[src/rtl/gs_pkg.sv]
// Shared constants, state encoding and small helpers for the GS mixer.
package gs_pkg;

  localparam int FRAME_LEN = 64;
  localparam int FC_W      = $clog2(FRAME_LEN);
  localparam int N_CH      = 4;
  localparam int SMP_W     = 8;
  localparam int VOL_W     = 6;
  localparam int GAIN_W    = 7;
  localparam int PROD_W    = 14;
  localparam int MIX_W     = 15;
  localparam int ACC_W     = MIX_W + 1;
  localparam int MUL_STEPS = GAIN_W;

  localparam logic [MIX_W-1:0] MIX_MID = 15'h4000;

  typedef enum logic [2:0] {
    IDLE = 3'd0,
    LOAD = 3'd1,
    MUL  = 3'd2,
    SUM  = 3'd3,
    OUT  = 3'd4
  } state_t;

  // Full-scale volume 63 is promoted to unity gain 64.
  function automatic logic [GAIN_W-1:0] vol_to_gain(input logic [VOL_W-1:0] vol);
    return (vol == 6'd63) ? 7'd64 : {1'b0, vol};
  endfunction

  // Offset-binary sample to two's complement, sign-extended to product width.
  function automatic logic [PROD_W-1:0] dac_to_signed(input logic [SMP_W-1:0] dac);
    return {{(PROD_W-SMP_W){~dac[SMP_W-1]}}, ~dac[SMP_W-1], dac[SMP_W-2:0]};
  endfunction

  // Channel routing: map 0 puts ch0/ch1 left; map 1 puts ch0/ch3 left.
  function automatic logic ch_is_left(input int ch_map, input logic [1:0] ch);
    if (ch_map == 0) return (ch < 2'd2);
    return (ch == 2'd0) || (ch == 2'd3);
  endfunction

endpackage

[src/rtl/gs_sdm.sv]
// First-order sigma-delta modulator: the accumulator carry is the bitstream.
module gs_sdm
  import gs_pkg::*;
(
  input  logic             clk32,
  input  logic             rst_n,
  input  logic [MIX_W-1:0] i_mix,
  output logic             o_sd
);

  logic [ACC_W-1:0] r_acc;
  logic [ACC_W-1:0] w_acc_next;

  // Drop the previous carry, then add the held mix level.
  assign w_acc_next = {1'b0, r_acc[MIX_W-1:0]} + {1'b0, i_mix};

  // Accumulator register; its top bit is the registered output bit.
  always_ff @(posedge clk32 or negedge rst_n) begin
    if (!rst_n) r_acc <= '0;
    else        r_acc <= w_acc_next;
  end

  assign o_sd = r_acc[ACC_W-1];

endmodule

[src/rtl/gs_mixer.sv]
// Four-channel GS mixer: per-frame snapshot, one serial multiplier shared by
// all channels, stereo summation and sigma-delta output per side.
module gs_mixer
  import gs_pkg::*;
#(
  parameter int CH_MAP = 0
) (
  input  logic             clk32,
  input  logic             rst_n,
  input  logic             en,
  input  logic [7:0]       dac0,
  input  logic [7:0]       dac1,
  input  logic [7:0]       dac2,
  input  logic [7:0]       dac3,
  input  logic [5:0]       vol0,
  input  logic [5:0]       vol1,
  input  logic [5:0]       vol2,
  input  logic [5:0]       vol3,
  output logic [14:0]      mix_l,
  output logic [14:0]      mix_r,
  output logic             mix_stb,
  output logic             sd_l,
  output logic             sd_r
);

  logic [FC_W-1:0]   r_frame_cnt;
  state_t            r_state;
  state_t            w_state_next;
  logic [SMP_W-1:0]  r_dac [N_CH];
  logic [VOL_W-1:0]  r_vol [N_CH];
  logic [SMP_W-1:0]  w_dac_in [N_CH];
  logic [VOL_W-1:0]  w_vol_in [N_CH];
  logic [1:0]        r_ch;
  logic [2:0]        r_bit;
  logic [PROD_W-1:0] r_mcand;
  logic [PROD_W-1:0] r_prod;
  logic [GAIN_W-1:0] r_mplier;
  logic [PROD_W-1:0] w_prod_step;
  logic [MIX_W-1:0]  w_prod_ext;
  logic [MIX_W-1:0]  r_sum_l;
  logic [MIX_W-1:0]  r_sum_r;
  logic [MIX_W-1:0]  r_mix_l;
  logic [MIX_W-1:0]  r_mix_r;
  logic              r_mix_stb;
  logic              w_snap;
  logic              w_last_step;

  assign w_dac_in[0] = dac0;
  assign w_dac_in[1] = dac1;
  assign w_dac_in[2] = dac2;
  assign w_dac_in[3] = dac3;
  assign w_vol_in[0] = vol0;
  assign w_vol_in[1] = vol1;
  assign w_vol_in[2] = vol2;
  assign w_vol_in[3] = vol3;

  assign w_snap      = (r_frame_cnt == '0);
  assign w_last_step = (r_state == MUL) && (r_bit == 3'(MUL_STEPS - 1));
  assign w_prod_step = r_mplier[0] ? (r_prod + r_mcand) : r_prod;
  assign w_prod_ext  = {w_prod_step[PROD_W-1], w_prod_step};

  // Free-running frame counter; wraps every FRAME_LEN cycles.
  always_ff @(posedge clk32 or negedge rst_n) begin
    // NOTE: sequential state uses non-blocking assignments so every register
    // samples the pre-edge values regardless of statement order.
    if (!rst_n) r_frame_cnt <= '0;
    else        r_frame_cnt <= r_frame_cnt + 1'b1;
  end

  // Capture all channel inputs once per frame; a disabled mixer captures silence.
  always_ff @(posedge clk32 or negedge rst_n) begin
    if (!rst_n) begin
      // NOTE: this small snapshot array is flops, not RAM, so it is reset
      // explicitly to give a defined silent state after reset.
      for (int i = 0; i < N_CH; i++) begin
        r_dac[i] <= '0;
        r_vol[i] <= '0;
      end
    end else if (w_snap) begin
      for (int i = 0; i < N_CH; i++) begin
        r_dac[i] <= en ? w_dac_in[i] : 8'h80;
        r_vol[i] <= en ? w_vol_in[i] : '0;
      end
    end
  end

  // FSM state register.
  always_ff @(posedge clk32 or negedge rst_n) begin
    if (!rst_n) r_state <= IDLE;
    else        r_state <= w_state_next;
  end

  // FSM next-state: one LOAD plus seven MUL cycles per channel, then SUM, OUT.
  always_comb begin
    // NOTE: default first so every path assigns the output and no latch is inferred.
    w_state_next = r_state;
    case (r_state)
      IDLE:    if (w_snap) w_state_next = LOAD;
      LOAD:    w_state_next = MUL;
      MUL:     if (w_last_step) w_state_next = (r_ch == 2'd3) ? SUM : LOAD;
      SUM:     w_state_next = OUT;
      OUT:     w_state_next = IDLE;
      default: w_state_next = IDLE;
    endcase
  end

  // Shift-add multiplier and per-side accumulation of finished products.
  always_ff @(posedge clk32 or negedge rst_n) begin
    if (!rst_n) begin
      r_ch     <= '0;
      r_bit    <= '0;
      r_mcand  <= '0;
      r_mplier <= '0;
      r_prod   <= '0;
      r_sum_l  <= '0;
      r_sum_r  <= '0;
    end else begin
      case (r_state)
        IDLE: begin
          if (w_snap) begin
            r_ch    <= '0;
            r_sum_l <= '0;
            r_sum_r <= '0;
          end
        end
        LOAD: begin
          r_mcand  <= dac_to_signed(r_dac[r_ch]);
          r_mplier <= vol_to_gain(r_vol[r_ch]);
          r_prod   <= '0;
          r_bit    <= '0;
        end
        MUL: begin
          r_prod   <= w_prod_step;
          r_mcand  <= r_mcand << 1;
          r_mplier <= r_mplier >> 1;
          r_bit    <= r_bit + 1'b1;
          if (w_last_step) begin
            if (ch_is_left(CH_MAP, r_ch)) r_sum_l <= r_sum_l + w_prod_ext;
            else                          r_sum_r <= r_sum_r + w_prod_ext;
            r_ch <= r_ch + 1'b1;
          end
        end
        default: ;
      endcase
    end
  end

  // Publish the mix (signed sum re-centred on MIX_MID) with a one-cycle strobe.
  always_ff @(posedge clk32 or negedge rst_n) begin
    if (!rst_n) begin
      r_mix_l   <= MIX_MID;
      r_mix_r   <= MIX_MID;
      r_mix_stb <= 1'b0;
    end else begin
      r_mix_stb <= (r_state == SUM);
      if (r_state == SUM) begin
        r_mix_l <= r_sum_l + MIX_MID;
        r_mix_r <= r_sum_r + MIX_MID;
      end
    end
  end

  assign mix_l   = r_mix_l;
  assign mix_r   = r_mix_r;
  assign mix_stb = r_mix_stb;

  gs_sdm u_sdm_l (
    .clk32 (clk32),
    .rst_n (rst_n),
    .i_mix (r_mix_l),
    .o_sd  (sd_l)
  );

  gs_sdm u_sdm_r (
    .clk32 (clk32),
    .rst_n (rst_n),
    .i_mix (r_mix_r),
    .o_sd  (sd_r)
  );

endmodule

[config.mk]
export PLATFORM = sky130hd
export DESIGN_NAME = gs_mixer
export DESIGN_NICKNAME = d
export VERILOG_FILES = /design/src/rtl/gs_pkg.sv /design/src/rtl/gs_sdm.sv /design/src/rtl/gs_mixer.sv
export SDC_FILE = /design/constraint.sdc
export NUM_CORES = 1
export LEC_CHECK = 0
export BUFFER_PORTS_ARGS = -buffer_cell sky130_fd_sc_hd__buf_2
export CORE_ASPECT_RATIO = 1.75
export CORE_MARGIN = 3
export CORE_UTILIZATION = 60
export DETAILED_ROUTE_END_ITERATION = 12
export PLACE_DENSITY_LB_ADDON = 0.2
export RECOVER_POWER = 100
export SKIP_LAST_GASP = 1
export SLEW_MARGIN = 20
export SYNTH_ARGS = -nofsm -noshare
export SYNTH_HDL_FRONTEND = slang
export SYNTH_SLANG_ARGS = --single-unit
[constraint.sdc]
create_clock -name clk32 -period 11.07 [get_ports clk32]
set_clock_uncertainty 0.15 [all_clocks]
set_input_delay 1.6605 -clock clk32 [delete_from_list [all_inputs] [get_ports clk32]]
set_output_delay 1.6605 -clock clk32 [all_outputs]
set_load 0.03 [all_outputs]
==> impl_metrics.csv <==
group,metric,value,unit
synth,synthArstFlopShare,100.0,%
power_and_ir_drop,ir_worst_vdd,0.1271,mV
critical_path,cp_cell_sequence,"clkbuf_1",
sta,fin_crit,6.009,ns
floorplanning,design.core.area,17110,µm²
power_and_ir_drop,leakagePower,5.824,nW
placed_design,dpl_cell_area,11240,µm²
clock_network,clockRootBuffer,"clkbuf_16",
critical_path,cp.arrival,4.93,ns
route,ant_nets,0,
critical_path,reg2reg_to,"r_sum_l[14]",
synth,yosys_warnings,0,
critical_path,critPathTopFamily,"buffers and inverters",
route,finalWirelength,22570,µm
synth,avgSynthCellArea,9.825,µm²
global_routing,antenna_found_initial,0,
clock_network,h-tree-depth,4,
critical_path,reg2reg_slack,6.40,ns
global_routing,grt_use_total,24.75,%
clock_network,cts_tree,"built",
sta,max_slew_margin,-213.6,%
floorplanning,boundaryPins,92,
clock_network,hold_buffers,0,
synth,synth_top_area_share,46.26,%
worst_hold_path,min-delay-path-class,"register to register",
synth,synth_area,10600,µm²
floorplanning,die-area,19360,µm²
global_routing,grt_pass1_vias,8223,
route,num_vias,8079,
final_layout,antenna_cells,0,
clock_network,clkTransAtPathRegs,0.08,ns
synth,synthFlopType,"dfrtp_1",
floorplanning,start_util,61.98,%
route,wl_per_cell,16.20,µm
final_layout,fill_cells,1453,
worst_hold_path,hold_start,"r_sum_l[14]",
critical_path,cp_slowest_cell,"clkbuf_1",
floorplanning,die_w,106.5,µm
worst_hold_path,hold_depth,1,
clock_network,cts.path.max_buffers,2,
synth,synth_cells,1079,
route,vias_per_cell,5.800,
clock_network,cts_made_buffers,17,
global_routing,grt_max_degree,91,
route,drc,0,
synth,synth_most_common_cell,"nand2_1",
critical_path,rr_worst_depth,18,
critical_path,r2r_start,"r_mcand[0]",
floorplanning,rows,63,
final_layout,post-route-util,68.58,%
clock_network,clk_latency,0.44,ns
sta,hold_slack,0.2853,ns
sta,tightest_slew,4.705,ns
synth,yosys-top-cells-count,"nand2_1 (229), dfrtp_1 (196), ha_1 (76), nand3_1 (64), nor2_1 (54)",
placed_design,globalplace.congestion,0.9210,
critical_path,crit_fanout,90,
floorplanning,die_y,181.8,µm
outcome,status,"finished with violations",
final_layout,fin_area,11730,µm²
sta,fin_crit_sh,54.28,%
sta,setup_ws,5.061,ns
placed_design,dp.cells,1361,
synth,synth_nets,1219,
placed_design,port-buffer-count,91,
worst_hold_path,hold_path_end,"mix_l[14]",
clock_network,clock-sinks,198,
sta,slew_violations,148,
job,maxCapViolations,3,
synth,netlist.top_cell.by_area,"dfrtp_1",
sta,final.setup.tns,0,ns
route,first_pass_iters,6,
sta,setup_violations,0,
critical_path,cp_num_buf_inv,1,
critical_path,cp_num_cells,1,
synth,yosys_register_bits,198,
synth,synth_edf_count,0,
final_layout,instances_no_fill,1393,
critical_path,required,9.99,ns
clock_network,cts_resized,0,
critical_path,cp-start-kind,"input pin",
synth,yosysSeqAreaShare,46.76,%
sta,fmax,166.4,MHz
power_and_ir_drop,p_per_area,249.9,nW/µm²
critical_path,crit_type,"input pin to asynchronous set/reset pin",
power_and_ir_drop,post-layout-total-power,2.931,mW
critical_path,end_kind,"asynchronous set/reset pin",
global_routing,grt_pass1_wl,38800,µm
placed_design,dp_slack,6.656,ns
final_layout,layout.nets,1293,
clock_network,post_cts_buffers,0,
sta,hold_violations,0,
critical_path,crit_path_max_incr_delay,3.23,ns
synth,synth_area_leaders,"dfrtp_1 (46%), ha_1 (9.0%), nand2_1 (8.1%)",
synth,yosysUniqueCellTypes,62,
placed_design,hpwlAfterDp,16760,µm
final_layout,area_growth,10.66,%
global_routing,overflow,0,
outcome,violations,"capacitance limit, slew limit",
final_layout,drive_above_1_share,11.06,%
route,drtIter0Drc,420,
sta,rsz0062_at_grt,"false",
-- logic make-up (layout without fill, tap and decap cells) --
family | after synthesis | in the layout | share of synthesized area [%]
compound gates | 220 | 220 | 14.13
xor+xnor | 64 | 64 | 5.535
fa+ha+maj | 81 | 81 | 9.914
buf+inv | 93 | 180 | 3.387
flops | 198 | 198 | 46.76
mux | 26 | 26 | 4.213
simple gates | 397 | 397 | 16.06
-- flip-flops by register name, indices dropped and copies added (netlist names) --
name / flops
r_sum_l: 15
mix_stb: 1
r_sum_r: 15
r_vol: 24
r_mcand: 14
u_sdm_r.r_acc: 16
u_sdm_l.r_acc: 16
r_dac: 32
mix_l: 15
r_state: 3
r_bit: 3
r_ch: 2
mix_r: 15
r_mplier: 7
r_prod: 14
r_frame_cnt: 6
-- final cells by class --
type | instances | area, µm² | share of cell area, %
flip-flops and latches | 198 | 4959 | 42.27
inverters | 48 | 180.2 | 1.536
well taps | 227 | 284.0 | 2.421
clock buffers | 19 | 442.9 | 3.776
clock inverters | 13 | 111.4 | 0.9492
repair buffers | 100 | 467.9 | 3.989
multi-input cells | 788 | 5286 | 45.06
-- cells in the final DEF (no fill, tap or decap), types with 3 or more instances in the layout --
cell type and n:
a211oi_1 7, a21o_1 18, a21oi_1 48, a221o_1 7, a222oi_1 6, a22o_1 21
a31o_2 3, a31oi_1 6, and3_1 6, buf_2 56, buf_4 6, clkbuf_1 39
clkbuf_16 17, clkinvlp_4 3, dfrtp_1 195, fa_1 5, ha_1 76, inv_1 48
inv_6 5, mux2_1 4, mux2_2 5, mux2i_1 3, mux4_2 14, nand2_1 229
nand2b_1 13, nand3_1 64, nor2_1 54, nor2b_1 5, nor3_1 10, o21a_1 9
o21ai_0 48, o21ai_1 6, o21bai_1 10, o22ai_1 6, o31ai_1 6, o41ai_1 3
xnor2_1 44, xor2_1 18
-- layer usage --
layer / routed length [µm] / vias up / GRT usage, %
li1: - / 3911 / -
met3: 672 / 59 / 2.775
met4: 844 / 0 / 10.91
met1: 8716 / 3939 / 28.36
met2: 12340 / 170 / 45.85
met5: 0 / - / 0
-- report_power, final --
group	leakage (nW)	switching [mW]	internal (mW)	total [mW]
Clock	0.265	0.289	0.301	0.590
Combinational	3.10	0.729	0.551	1.28
Sequential	2.45	0.141	0.921	1.06
-- worst max-delay path by stage --
| stage | slack, ns | endpoint | from |
|---|---|---|---|
| floorplan | 7.08 | r_sum_l[14] | r_mcand[0] |
| global placement | 6.75 | r_sum_l[14] | r_mcand[0] |
| detailed placement | 6.66 | r_sum_l[14] | r_mcand[0] |
| CTS | 6.65 | r_sum_l[14] | r_mcand[0] |
| global route | 4.14 | r_ch[0] | rst_n |
| finish | 5.06 | r_ch[0] | rst_n |
(Power assumes the default switching activity.)
